**src/rtl/seg_scan_decoder.sv**
```systemverilog
// Decodes a multiplexed, active-low 4-digit seven-segment scan back into digit values.
// Anode and segment buses share one synchronizer and pipeline so every segment sample stays paired with its anode.
module seg_scan_decoder #(
  parameter int SETTLE = 1
) (
  input  logic        sysclock,
  input  logic        reset,
  input  logic [7:0]  annode_selector,
  input  logic [7:0]  seg,
  output logic [15:0] digits,
  output logic [3:0]  dp,
  output logic [3:0]  digit_err,
  output logic        cap_valid,
  output logic [1:0]  cap_index,
  output logic        frame_valid,
  output logic        anode_fault
);

  localparam logic [3:0] SETTLE_CNT = 4'(SETTLE);

  logic [3:0] an_s1, an_s2, an_p;
  logic [7:0] seg_s1, seg_s2, seg_p;
  logic [3:0] dwell;
  logic       done;
  logic       fault_p;
  logic [3:0] seen;
  logic [2:0] zero_cnt;
  logic       valid_s2, fault_s2;
  logic       cap_now;
  logic [1:0] cap_k;
  logic [4:0] dec;
  logic [3:0] seen_next;
  logic       unused_low;

  assign unused_low = ^annode_selector[3:0];

  function automatic logic [4:0] decode_glyph(input logic [6:0] s);
    case (s)
      7'h40:   return 5'h00;
      7'h79:   return 5'h01;
      7'h24:   return 5'h02;
      7'h30:   return 5'h03;
      7'h19:   return 5'h04;
      7'h12:   return 5'h05;
      7'h02:   return 5'h06;
      7'h78:   return 5'h07;
      7'h00:   return 5'h08;
      7'h10:   return 5'h09;
      default: return 5'h1F;
    endcase
  endfunction

  always_comb begin
    zero_cnt = '0;
    for (int i = 0; i < 4; i++) zero_cnt = zero_cnt + {2'b00, ~an_s2[i]};
  end

  assign valid_s2 = (zero_cnt == 3'd1);
  assign fault_s2 = (zero_cnt > 3'd1);

  // done blocks a second capture once the dwell counter saturates on a held anode.
  assign cap_now = (dwell == SETTLE_CNT) && !done;

  always_comb begin
    cap_k = 2'd3;
    case (an_p)
      4'b1110: cap_k = 2'd0;
      4'b1101: cap_k = 2'd1;
      4'b1011: cap_k = 2'd2;
      default: cap_k = 2'd3;
    endcase
  end

  assign dec       = decode_glyph(seg_p[6:0]);
  assign seen_next = seen | (4'b0001 << cap_k);

  always_ff @(posedge sysclock or posedge reset) begin
    if (reset) begin
      an_s1  <= 4'hF;
      an_s2  <= 4'hF;
      seg_s1 <= '0;
      seg_s2 <= '0;
    end else begin
      an_s1  <= annode_selector[7:4];
      an_s2  <= an_s1;
      seg_s1 <= seg;
      seg_s2 <= seg_s1;
    end
  end

  always_ff @(posedge sysclock or posedge reset) begin
    if (reset) begin
      an_p        <= 4'hF;
      seg_p       <= '0;
      dwell       <= '0;
      done        <= 1'b0;
      fault_p     <= 1'b0;
      anode_fault <= 1'b0;
    end else begin
      an_p        <= an_s2;
      seg_p       <= seg_s2;
      fault_p     <= fault_s2;
      anode_fault <= fault_s2 && !fault_p;
      if (!valid_s2) begin
        dwell <= '0;
        done  <= 1'b0;
      end else if (an_s2 != an_p) begin
        dwell <= 4'd1;
        done  <= 1'b0;
      end else begin
        if (dwell != 4'd15) dwell <= dwell + 4'd1;
        if (cap_now) done <= 1'b1;
      end
    end
  end

  always_ff @(posedge sysclock or posedge reset) begin
    if (reset) begin
      digits      <= '0;
      dp          <= '0;
      digit_err   <= '0;
      cap_valid   <= 1'b0;
      cap_index   <= '0;
      frame_valid <= 1'b0;
      seen        <= '0;
    end else begin
      cap_valid   <= cap_now;
      frame_valid <= 1'b0;
      if (cap_now) begin
        cap_index                  <= cap_k;
        digits[{cap_k, 2'b00} +: 4] <= dec[3:0];
        digit_err[cap_k]           <= dec[4];
        dp[cap_k]                  <= ~seg_p[7];
        if (seen_next == 4'hF) begin
          frame_valid <= 1'b1;
          seen        <= '0;
        end else begin
          seen <= seen_next;
        end
      end
    end
  end

endmodule
```
**config.mk**
```make
export PLATFORM = sky130hd
export DESIGN_NAME = seg_scan_decoder
export DESIGN_NICKNAME = d
export VERILOG_FILES = /design/src/rtl/seg_scan_decoder.sv
export SDC_FILE = /design/constraint.sdc
export NUM_CORES = 1
export LEC_CHECK = 0
export CORE_MARGIN = 3
export CORE_UTILIZATION = 45
export CTS_BUF_LIST = sky130_fd_sc_hd__clkbuf_16
export DETAILED_ROUTE_END_ITERATION = 10
export GPL_TIMING_DRIVEN = 0
export PLACE_DENSITY = 0.69
export SKIP_CTS_REPAIR_TIMING = 1
export SLEW_MARGIN = 0
export SYNTH_ARGS = -nofsm -noshare
export SYNTH_HDL_FRONTEND = slang
export SYNTH_SLANG_ARGS = --single-unit
```
**constraint.sdc**
```tcl
create_clock -name sysclock -period 6 [get_ports sysclock]
set_clock_uncertainty 0.05 [all_clocks]
set_input_delay 0.9 -clock sysclock [delete_from_list [all_inputs] [get_ports sysclock]]
set_output_delay 0.9 -clock sysclock [all_outputs]
set_load 0.02 [all_outputs]
```
After elaboration in Yosys (flattened, before gate mapping)

Cells that the tools add are included.

Register bits after elaboration: 75
Bits in latches: 0
Memory bits (writable): 0
Memory bits (read-only): 0
Input bits: 18
Output and inout port bits: 29
Logic and storage cells: 75
Memories kept: 0

$add $sub $neg: 5
Multiply operators: 0
Div/mod/pow operators: 0
$lt $le $gt $ge: 3
Equal/unequal tests: 19
Shifts and indexed selects: 3
Muxes and demuxes: 16
Bitwise gates (word level): 6
Reduce and logical (&&, ||, !) cells: 6

Operator list:

| cell                     | number |
|---|---|
| $pmux W5 S10             | 1 |
| $eq A7 B5 Y1 const B     | 3 |
| $eq A7 B7 Y1 const B     | 3 |
| $bwmux W16               | 1 |
| $eq A4 B4 Y1 const B     | 4 |
| $mux W4                  | 4 |
| $shift A4 B6 Y16 const A | 1 |
| $shiftx A4 B6 Y16        | 1 |
| $eq A7 B6 Y1 const B     | 2 |
| $bwmux W4                | 2 |
| $eq A7 B2 Y1 const B     | 1 |
| $logic_not A7 Y1         | 1 |
| $mux W1                  | 6 |
| $ne A3 B1 Y1 const B     | 2 |
| $neg A4 Y6               | 1 |
| $pmux W2 S3              | 1 |
| $not A1 Y1               | 5 |
| $add A4 B1 Y4 const B    | 1 |
| $eq A4 B1 Y1 const B     | 1 |
| $ne A4 B4 Y1             | 1 |
| $ne A4 B4 Y1 const B     | 1 |
| $or A4 B4 Y4             | 1 |
| $shl A1 B2 Y4 const A    | 1 |
| $add A2 B1 Y3            | 1 |
| other kinds (9)          | 12 |

Longest topological paths before layout

Gate-level depths: netlist of the first run.

Word-level depth: 7
Depth in mapped cells: 9

Worst setup path after synthesis of the first run

Ideal clock, no wire load.

Path type: register to register
From: reg an_s2[1]
To: reg dwell[1]
Data arrival time: 2376 ps
Data required time: 5856 ps
Slack: 3480 ps
Cell stages (with the launch flop): 8
Buffers on the path: 0
Cells stage by stage: dfstp_2 > fa_1 > inv_1 > ha_1 > inv_1 > ha_1 > or4b_2 > a211oi_1

Longest elaborated chain between the ends: 6

Ends and longest elaborated chain:

| what                                                     | line | source |
|---|---|---|
| from (decl)                                              | 21   | `logic [3:0] an_s1, an_s2, an_p;` |
| from (signal assigned)                                   | 85   | `an_s2 <= an_s1;` |
| $not A1 Y1                                               | 55   | `for (int i = 0; i < 4; i++) zero_cnt = zero_cnt + {2'b00, ~an_s2[i]};` |
| $add A1 B1 Y2                                            | 55   |  |
| $add A2 B1 Y3                                            | 55   |  |
| $add A3 B1 Y3                                            | 55   |  |
| $eq A3 B1 Y1                                             | 58   | `assign valid_s2 = (zero_cnt == 3'd1);` |
| $ne A3 B1 Y1 (no line) / $mux W4 (equally long branches) | n/a  |  |
| to (signal assigned)                                     | 111  | `if (dwell != 4'd15) dwell <= dwell + 4'd1;` |
| to (decl)                                                | 23   | `logic [3:0] dwell;` |

Several ways; a longest one is shown, not always the timed one.
A chain may end at the register's enable or synchronous reset.

Final worst setup path of the first run

Ends and elaborated chain as after synthesis.

==> results of run 1 <==
[critical path: cells and delay by family (launching register included)]
| kind | cells | cell delay (ns) |
|---|---|---|
| adders and majority gates | 3 | 0.88 |
| buffers and inverters | 2 | 0.12 |
| and+or+nand+nor | 1 | 0.75 |
| AOI/OAI and AO/OA | 1 | 0.24 |
| DFF | 1 | 0.56 |
[flip-flops by register name, indices dropped and copies added, names as in the netlist]
signal / cells
digits: 16
anode_fault: 1
cap_index: 2
an_p: 4
cap_valid: 1
seg_s1: 8
an_s1: 4
frame_valid: 1
dp: 4
fault_p: 1
an_s2: 4
done: 1
digit_err: 4
seg_s2: 8
seen: 4
dwell: 4
seg_p: 8
[routing by layer]
metal | global-route usage [%] | vias to the layer above
li1 | - | 943
met1 | 20.1 | 935
met2 | 22.6 | 52
met3 | 3.88 | 11
met4 | 8.78 | 0
met5 | 0 | -
[cell usage in the layout, fill, tap and decap left out, types with 7 or more instances in the layout]
cell	netlist	final
dfrtp_1	63	63
clkdlybuf4s50_1	0	42
nand2_1	37	37
o21ai_0	19	19
inv_1	17	17
nor2_1	12	12
dfstp_2	12	12
ha_1	10	10
clkbuf_16	0	9
nor3_1	7	7
o21ai_1	7	7
[power by group through the flow]
stage          logic, mW  clock network (mW)  registers [mW]
2_1_floorplan      0.109                   0           0.729
3_3_place_gp       0.342                   0           0.655
3_5_place_dp       0.351                   0           0.659
4_1_cts            0.352               0.562           0.652
5_1_grt            0.377               0.590           0.662
6_report           0.346               0.553           0.650
[kinds of logic after synthesis]
group	count (synthesis)	share of synthesized area, %
and+or+nand+nor	78	13.4
DFF	75	64.1
AOI/OAI and AO/OA	50	11.4
buffers and inverters	24	3.81
adders and majority gates	11	4.92
xor gates and xnor gates	8	2.37
[metrics by stage]
| step | power, mW | cell area [um^2] | setup WS, ns | util, % |
|---|---|---|---|---|
| after detailed placement | 1.01 | 3470 | 3.34 | 56.6 |
| final | 1.55 | 3780 | 3.30 | 61.6 |
| after floorplan | 0.838 | 2950 | 3.16 | - |
| after global routing | 1.63 | 3780 | 3.21 | 61.6 |
| after global placement | 0.997 | 3470 | 2.00 | 56.6 |
| after CTS | 1.57 | 3780 | 3.28 | 61.6 |
[final cells by class]
cell class	count	area (um^2)
inverter	18	77.6
fill	515	2350
buffer	6	37.5
sequential	75	1890
multi-input combinational	147	948
tap	75	93.8
clock inverter	7	83.8
timing repair buffer	42	420
clock buffer	9	225
[worst min path at each step]
stage / from / endpoint
finish: seg_s1[6]$_DFF_PP0_ / seg_s2[6]$_DFF_PP0_
floorplan: seg_s2[0]$_DFF_PP0_ / seg_p[0]$_DFF_PP0_
detailed placement: seg_s2[1]$_DFF_PP0_ / seg_p[1]$_DFF_PP0_
global placement: seg_s2[6]$_DFF_PP0_ / seg_p[6]$_DFF_PP0_
global route: seg_s1[3]$_DFF_PP0_ / seg_s2[3]$_DFF_PP0_
CTS: seg_s1[6]$_DFF_PP0_ / seg_s2[6]$_DFF_PP0_
==> metrics.cfg, run 1 <==
[layout]
num_antenna_cells=0
drive_gt1_share_pct=13.8
final_cells=379
area_delta_synth_final_pct=28.0
final_nets=328

[synthesis]
synth_area_leaders=dfrtp_1 (53%), dfstp_2 (11%), nand2_1 (4.7%)
yosysSeqAreaShare_pct=64.1
yosys.area.top_type=dfrtp_1
ys_types=45
synthesis.area_um2=2950
synth_common_cells=dfrtp_1 (63), nand2_1 (37), o21ai_0 (19)
syn_inst=246
async_reset_ff_share_pct=100
synthFlopType=dfrtp_1
synth_nets=275
synth_warnings=0
synth_edf_count=0
yosysMostFrequentCell=dfrtp_1
synth_top_area_share_pct=53.4
synth.avg_cell_area_um2=12.0
ys_seq_elements=75

[global_route]
grt_pass1_wl_mm=8.70
antenna_found_initial=0
grt_pass1_vias=1875
grt_usage_pct=15.2
grt-ovfl-total=0
grt_max_degree=76

[power_and_ir_drop]
peakVddDrop_uv=301
comb_power_share_pct=22.3
p_leak_nw=1.70
pwr-share-clk_pct=35.7
p_int_mw=1.12
p_sw_uw=425
swShare_pct=27.5
powerDensity_nw_per_um2=410
p_seq_share_pct=42.0

[flow_run]
maxCapViolCount=0

[timing]
setup_viol=0
holdWs_ns=0.295
period_share_pct=45.0
rsz0062_at_grt=false
tns_ns=0
slew_violations=0
hold_viol=0
period_needed_ns=2.70
worst_pin_slew_ns=0.864
timing.max_slew.rel_slack_pct=42.4
max_freq_mhz=370

[route]
vias=1941
drc=0
wl_met3_um=284
drt_iter0_drc=78
routed_wirelength_mm=5.06
routedWlPerCell_um=13.4
wl_met1_mm=2.34
top_layer=met4
drt-vias-per-instance=5.12
drt.antenna.violating_nets=0
dr_wl_met2_mm=2.31
drt-pass1-iter-count=4

[setup_path]
worstReg2RegEnd=dwell[1]$_DFFE_PP0P_
cp.required_ns=6.19
reg2reg_from=an_s2[1]$_DFF_PP1_
max_stage_delay_ns=0.75
path_cells=fa_1 > inv_1 > ha_1 > inv_1 > ha_1 > or4b_2 > a211oi_1
start_kind=flop
critPathMaxFanout=4
critPathSlowestCell=or4b_2
cp.arrival_ns=2.88
crit_end=dwell[1]$_DFFE_PP0P_
r2r_cells=7
endpoint_kind=flop
cp-startpoint=an_s2[1]$_DFF_PP1_
r2r_slack_ns=3.30
critPathKind=reg2reg

[floorplan]
core_um2=6130
dieArea_um2=7570
ios=47
dieHeight_um=87.0
chipWidth_um=87.0
initial_core_util_pct=48.2
std_cell_rows=28

[clock_network]
clockBufferDepth=2
numCtsBuffers=9
clock_latency_ns=0.33
h-tree-depth=3
cts_root_buf=clkbuf_16
clkTransAtPathRegs_ns=0.06
clock-sinks=75
cts_tree=yes

[run_status]
status=finished clean

[placed_design]
placed_cells=363
dp_hpwl_mm=3.46
gp_congestion=0.757
io_buffer_count=42

[worst_hold_path]
hp-class=reg2reg
hold_depth=0

Note: power is estimated with default switching activity, not from simulation.
==> run 2: changes to the inputs <==
==> constraint.sdc (replaced) <==
create_clock -name sysclock -period 2.5 [get_ports sysclock]
set_clock_uncertainty 0.05 [all_clocks]
set_input_delay 0.375 -clock sysclock [delete_from_list [all_inputs] [get_ports sysclock]]
set_output_delay 0.375 -clock sysclock [all_outputs]
set_load 0.02 [all_outputs]
==> run 2 against run 1 <==
Net effect: clock power increased by 120%; hold slack hardly changed; count of clock-buffer cells in the layout did not move; total power is 130% higher; sequential cell count stayed put; largest power group unchanged.
==> metrics.cfg, run 2 (same netlist as run 1, synthesis figures left out) <==
[global_route]
grt_max_degree=76  ; unchanged
grt_pass1_wl_mm=8.26  ; was 8.70 mm
grt-ovfl-total=0  ; unchanged
antenna_found_initial=0  ; unchanged
grt_usage_pct=14.4  ; was 15.2%
grt_pass1_vias=1788  ; was 1,875

[route]
vias=1914  ; was 1,941
routedWlPerCell_um=12.7  ; was 13.4 um
drt-pass1-iter-count=4  ; unchanged
drt_iter0_drc=79  ; was 78
drt.antenna.violating_nets=0  ; unchanged
drc=0  ; unchanged
routed_wirelength_mm=4.82  ; was 5.06 mm
drt-vias-per-instance=5.02  ; was 5.12

[setup_path]
cpMostUsedCell=inv_1
cp.required_ns=2.69  ; was 6.19 ns
cp.arrival_ns=2.63  ; was 2.88 ns
r2r_cells=7  ; unchanged
critPathSlowestCell=or4b_4  ; was or4b_2
r2r_slack_ns=0.07  ; was 3.30 ns
endpoint_kind=flop  ; unchanged
crit_end=dwell[3]$_DFFE_PP0P_  ; was dwell[1]$_DFFE_PP0P_
critPathKind=reg2reg  ; unchanged
cp-startpoint=an_s2[1]$_DFF_PP1_  ; unchanged
path_cells=fa_1 > inv_1 > ha_2 > inv_1 > ha_1 > or4b_4 > nor3_1  ; was fa_1 > inv_1 > ha_1 > inv_1 > ha_1 > or4b_2 > a211oi_1
reg2reg_from=an_s2[1]$_DFF_PP1_  ; unchanged
max_stage_delay_ns=0.57  ; was 0.75 ns
start_kind=flop  ; unchanged
worstReg2RegEnd=dwell[3]$_DFFE_PP0P_  ; was dwell[1]$_DFFE_PP0P_
critPathMaxFanout=4  ; unchanged

[timing]
hold_viol=0  ; unchanged
slew_violations=0  ; unchanged
holdWs_ns=0.295  ; about the same
fin_ws_ns=0.0651  ; was 3.30 ns
period_needed_ns=2.43  ; was 2.70 ns
timing.max_slew.rel_slack_pct=42.3  ; was 42.4%
period_share_pct=97.4  ; was 45.0%
worst_pin_slew_ns=0.865  ; was 0.864 ns
max_freq_mhz=411  ; was 370 MHz
setup_viol=0  ; unchanged

[floorplan]
dieHeight_um=87.0  ; unchanged
ios=47  ; unchanged
core_um2=6130  ; unchanged
std_cell_rows=28  ; unchanged
initial_core_util_pct=48.2  ; unchanged
chipWidth_um=87.0  ; unchanged
dieArea_um2=7570  ; unchanged

[clock_network]
clock_latency_ns=0.32  ; was 0.33 ns
h-tree-depth=3  ; unchanged
cts_root_buf=clkbuf_16  ; unchanged
clock-sinks=75  ; unchanged
clockBufferDepth=2  ; unchanged
clkTransAtPathRegs_ns=0.06  ; about the same
cts_tree=yes  ; unchanged
numCtsBuffers=9  ; unchanged

[worst_hold_path]
hp-class=reg2reg  ; unchanged

[layout]
final_common_cell=dfrtp_1  ; unchanged
regArea_um2=1890  ; unchanged
top_register=digits  ; unchanged
num-fill-cells=492  ; was 515
area_delta_synth_final_pct=29.1  ; was 28.0%
final_cell_mix=dfrtp_1 (63), clkdlybuf4s50_1 (42), nand2_1 (37)  ; unchanged
final_nets=330  ; was 328
num_antenna_cells=0  ; unchanged
drive_gt1_share_pct=17.3  ; was 13.8%
multiInputGateArea_um2=978  ; was 948 um^2
largest_reg_flops=16  ; unchanged

[power_and_ir_drop]
swShare_pct=28.1  ; was 27.5%
powerDensity_nw_per_um2=952  ; was 410 nW/um^2
p_int_mw=2.61  ; was 1.12 mW
comb_power_share_pct=23.0  ; was 22.3%
p_sw_mw=1.02  ; was 425 uW
p_leak_nw=1.70  ; about the same
fin_total_pwr_mw=3.63  ; was 1.55 mW
p_seq_share_pct=43.0  ; was 42.0%
pwr-share-clk_pct=34.0  ; was 35.7%
peakVddDrop_uv=679  ; was 301 uV

[run_status]
status=finished clean  ; unchanged

[placed_design]
io_buffer_count=42  ; unchanged
dp_hpwl_mm=3.32  ; was 3.46 mm
gp_congestion=0.756  ; was 0.757
dp_slack_ns=-0.0625  ; was 3.34 ns

[flow_run]
maxCapViolCount=0  ; unchanged

==> run 2: layout make-up <==
type,instances,share of cell area (%)
timing repair buffer,45,11.6
clock buffer,9,5.91
clock inverter,7,1.81
inverter,18,2.03
multi-input combinational,147,25.7
buffer,5,0.886
sequential,75,49.6
tap,75,2.46
==> run 2: critical path, delay by kind of cell, from the launching register on <==
kind          cells  cell delay [ns]
buf+inv           2             0.12
fa+ha+maj         3             0.88
simple gates      2             0.77
flops             1             0.54
==> run 2: worst min path at each step <==
stage	from	to	slack, ns	cells after the start
floorplan	seg_s2[0]$_DFF_PP0_	seg_p[0]$_DFF_PP0_	0.28	0
global placement	seg_s2[0]$_DFF_PP0_	seg_p[0]$_DFF_PP0_	0.28	0
detailed placement	seg_s1[2]$_DFF_PP0_	seg_s2[2]$_DFF_PP0_	0.28	0
CTS	seg_s2[5]$_DFF_PP0_	seg_p[5]$_DFF_PP0_	0.30	0
global route	seg_s2[3]$_DFF_PP0_	seg_p[3]$_DFF_PP0_	0.30	0
finish	seg_s1[5]$_DFF_PP0_	seg_s2[5]$_DFF_PP0_	0.30	0
==> run 2: routing by layer <==
metal | vias to the layer above | track usage, % | wire length, um
met2 | 52 | 21.1 | 2200
met1 | 906 | 18.8 | 2230
li1 | 948 | - | -
met4 | 0 | 7.65 | 96
met3 | 8 | 4.92 | 302
met5 | - | 0 | 0
==> run 2: stage by stage <==
stage	instances	cell area [um^2]	TNS [ns]	util [%]
after global routing	381	3810	-0.00312	62.2
after CTS	379	3770	-0.281	61.4
final	381	3810	0	62.2
after floorplan	246	2960	0	-
after detailed placement	363	3470	-0.184	56.7
after global placement	363	3470	-62.04	56.6
==> run 2: power by group through the flow <==
stage / clock (mW) / sequential (mW) / combinational [mW]
after floorplan: 0 / 1.75 / 0.262
after global placement: 0 / 1.57 / 0.821
after detailed placement: 0 / 1.58 / 0.836
after CTS: 1.27 / 1.56 / 0.839
after global routing: 1.33 / 1.59 / 0.912
final: 1.23 / 1.56 / 0.834
==> run 3: changes to the inputs <==
--- a/config.mk
+++ b/config.mk
@@ -10,7 +10,8 @@
 export CTS_BUF_LIST = sky130_fd_sc_hd__clkbuf_16
 export DETAILED_ROUTE_END_ITERATION = 10
 export GPL_TIMING_DRIVEN = 0
-export PLACE_DENSITY = 0.69
+export PLACE_DENSITY = 0.75
+export SETUP_SLACK_MARGIN = 0.5
 export SKIP_CTS_REPAIR_TIMING = 1
 export SLEW_MARGIN = 0
 export SYNTH_ARGS = -nofsm -noshare
==> constraint.sdc (replaced) <==
create_clock -name sysclock -period 2.5 [get_ports sysclock]
set_clock_uncertainty 0.05 [all_clocks]
set_input_delay 0.375 -clock sysclock [delete_from_list [all_inputs] [get_ports sysclock]]
set_output_delay 0.375 -clock sysclock [all_outputs]
set_load 0.1 [all_outputs]
==> run 3 against run 2 <==
Net effect: count of clock-buffer cells in the layout did not move; register-to-register slack improved by 0.07 ns; via count rose by 7.9%; worst setup slack improved by 0.068 ns; global-route usage rose by 1.2 points; core utilization is 6.1 points higher; hold slack hardly changed; first-iteration DRC count rose by 47%.
==> metrics.cfg, run 3 (same netlist as run 1, synthesis figures left out) <==
[global_route]
grt_pass1_wl_mm=8.84  ; was 8.26 mm
antenna_found_initial=0  ; unchanged
grt_usage_pct=15.6  ; was 14.4%
grt_max_degree=45  ; was 76
grt_pass1_vias=1911  ; was 1,788
grt-ovfl-total=0  ; unchanged

[setup_path]
critPathKind=reg2reg  ; unchanged
cp.arrival_ns=2.57  ; was 2.63 ns
cp.required_ns=2.70  ; was 2.69 ns
start_kind=flop  ; unchanged
endpoint_kind=flop  ; unchanged
r2r_slack_ns=0.13  ; was 0.07 ns
critPathMaxFanout=4  ; unchanged

[clock_network]
clockBufferDepth=2  ; unchanged
h-tree-depth=3  ; unchanged
numCtsBuffers=9  ; unchanged
cts_root_buf=clkbuf_16  ; unchanged
cts_tree=yes  ; unchanged
clkTransAtPathRegs_ns=0.05  ; was 0.06 ns
clock_latency_ns=0.33  ; was 0.32 ns
clock-sinks=75  ; unchanged

[timing]
worst_pin_slew_ns=0.978  ; was 0.865 ns
setup_viol=0  ; unchanged
tns_ns=0  ; unchanged
period_share_pct=94.7  ; was 97.4%
period_needed_ns=2.37  ; was 2.43 ns
rsz0062_at_grt=true
slew_violations=0  ; unchanged
timing.max_slew.rel_slack_pct=34.7  ; was 42.3%
max_freq_mhz=422  ; was 411 MHz
hold_viol=0  ; unchanged

[route]
routedWlPerCell_um=14.4  ; was 12.7 um
drt.antenna.violating_nets=0  ; unchanged
drt-pass1-iter-count=4  ; unchanged
routed_wirelength_mm=5.75  ; was 4.82 mm
vias=2066  ; was 1,914
drt_iter0_drc=116  ; was 79
drt-vias-per-instance=5.18  ; was 5.02
drc=0  ; unchanged

[floorplan]
core_um2=6130  ; unchanged
initial_core_util_pct=48.2  ; unchanged
dieHeight_um=87.0  ; unchanged
dieArea_um2=7570  ; unchanged
ios=47  ; unchanged
chipWidth_um=87.0  ; unchanged
std_cell_rows=28  ; unchanged

[worst_hold_path]
hp-class=reg2reg  ; unchanged

[layout]
area_delta_synth_final_pct=41.7  ; was 29.1%
final_cell_mix=dfrtp_1 (62), nand2_1 (35), dlymetal6s2s_1 (29)  ; was dfrtp_1 (63), clkdlybuf4s50_1 (42), nand2_1 (37)
utilization_pct=68.2  ; was 62.2%
num_antenna_cells=0  ; unchanged
top_register=digits  ; unchanged
drive_gt1_share_pct=29.9  ; was 17.3%
final_common_cell=dfrtp_1  ; unchanged
final_nets=348  ; was 330
post-route-cell-area_um2=4180  ; was 3810 um^2
largest_reg_flops=16  ; unchanged

[placed_design]
io_buffer_count=42  ; unchanged
gp_congestion=0.790  ; was 0.756
dp_hpwl_mm=3.51  ; was 3.32 mm
dpl_cell_area_um2=3550  ; was 3470 um^2

[power_and_ir_drop]
p_leak_nw=2.21  ; was 1.70 nW
peakVddDrop_uv=1230  ; was 679 uV
powerDensity_nw_per_um2=1110  ; was 952 nW/um^2

[run_status]
status=finished clean  ; unchanged

[flow_run]
maxCapViolCount=0  ; unchanged

run 3: cell count changes in the layout (fill, tap and decap cells not counted), sizes merged:
cell / previous run / this run
buf: 5 / 24
clkinvlp: 2 / 3
clkdlybuf4s50: 42 / 13
clkbuf: 12 / 11
clkinv: 4 / 3
dlymetal6s2s: 0 / 29
run 3: stage by stage:
stage	setup WS, ns	power [mW]	cells	hold WS (ns)
floorplan	0.201	2.94	246	0.281
global placement	0.126	3.34	363	0.282
detailed placement	0.0983	3.37	364	0.285
CTS	0.0748	4.62	380	0.298
global route	0.0326	4.82	399	0.298
finish	0.133	4.63	399	0.295
run 3: where the power goes:
group / internal [mW] / switching [mW]
clock network: 0.757 / 0.464
logic: 0.434 / 1.41
registers: 1.44 / 0.121
total: 2.63 / 2.00
run 3: layout make-up:
type | count | area (um^2)
Clock inverter | 7 | 60.1
Inverter | 18 | 78.8
Clock buffer | 9 | 225
Buffer | 6 | 53.8
Timing Repair Buffer | 62 | 656
Sequential cell | 75 | 1890
Multi-Input combinational cell | 147 | 1120
Fill cell | 408 | 1950
Tap cell | 75 | 93.8
run 3: worst max-delay path, stage by stage, from the launching register on:
cell	delay, ns
dfstp_2	0.56
fa_1	0.44
inv_2	0.08
ha_4	0.13
inv_2	0.04
ha_4	0.21
or4b_4	0.58
a211oi_2	0.20
run 3: worst paths after layout:
check / to / cells past startpoint / from
hold reg to reg: seg_s2[3]$_DFF_PP0_ / 0 / seg_s1[3]$_DFF_PP0_
setup reg to reg: dwell[1]$_DFFE_PP0P_ / 7 / an_s2[3]$_DFF_PP1_
min in group asynchronous: seg_p[1]$_DFF_PP0_ / 2 / reset
max in group asynchronous: an_p[2]$_DFF_PP1_ / 3 / reset
hold / removal: seg_s2[3]$_DFF_PP0_ / 0 / seg_s1[3]$_DFF_PP0_
setup / recovery: dwell[1]$_DFFE_PP0P_ / 7 / an_s2[3]$_DFF_PP1_
run 3: layer usage:
metal,up-vias,share of wire (%),global-route usage [%]
met3,11,5.5,7.10
met2,46,52,24.7
li1,990,-,-
met5,-,0,0
met1,1019,41,18.3
met4,0,1.8,6.94
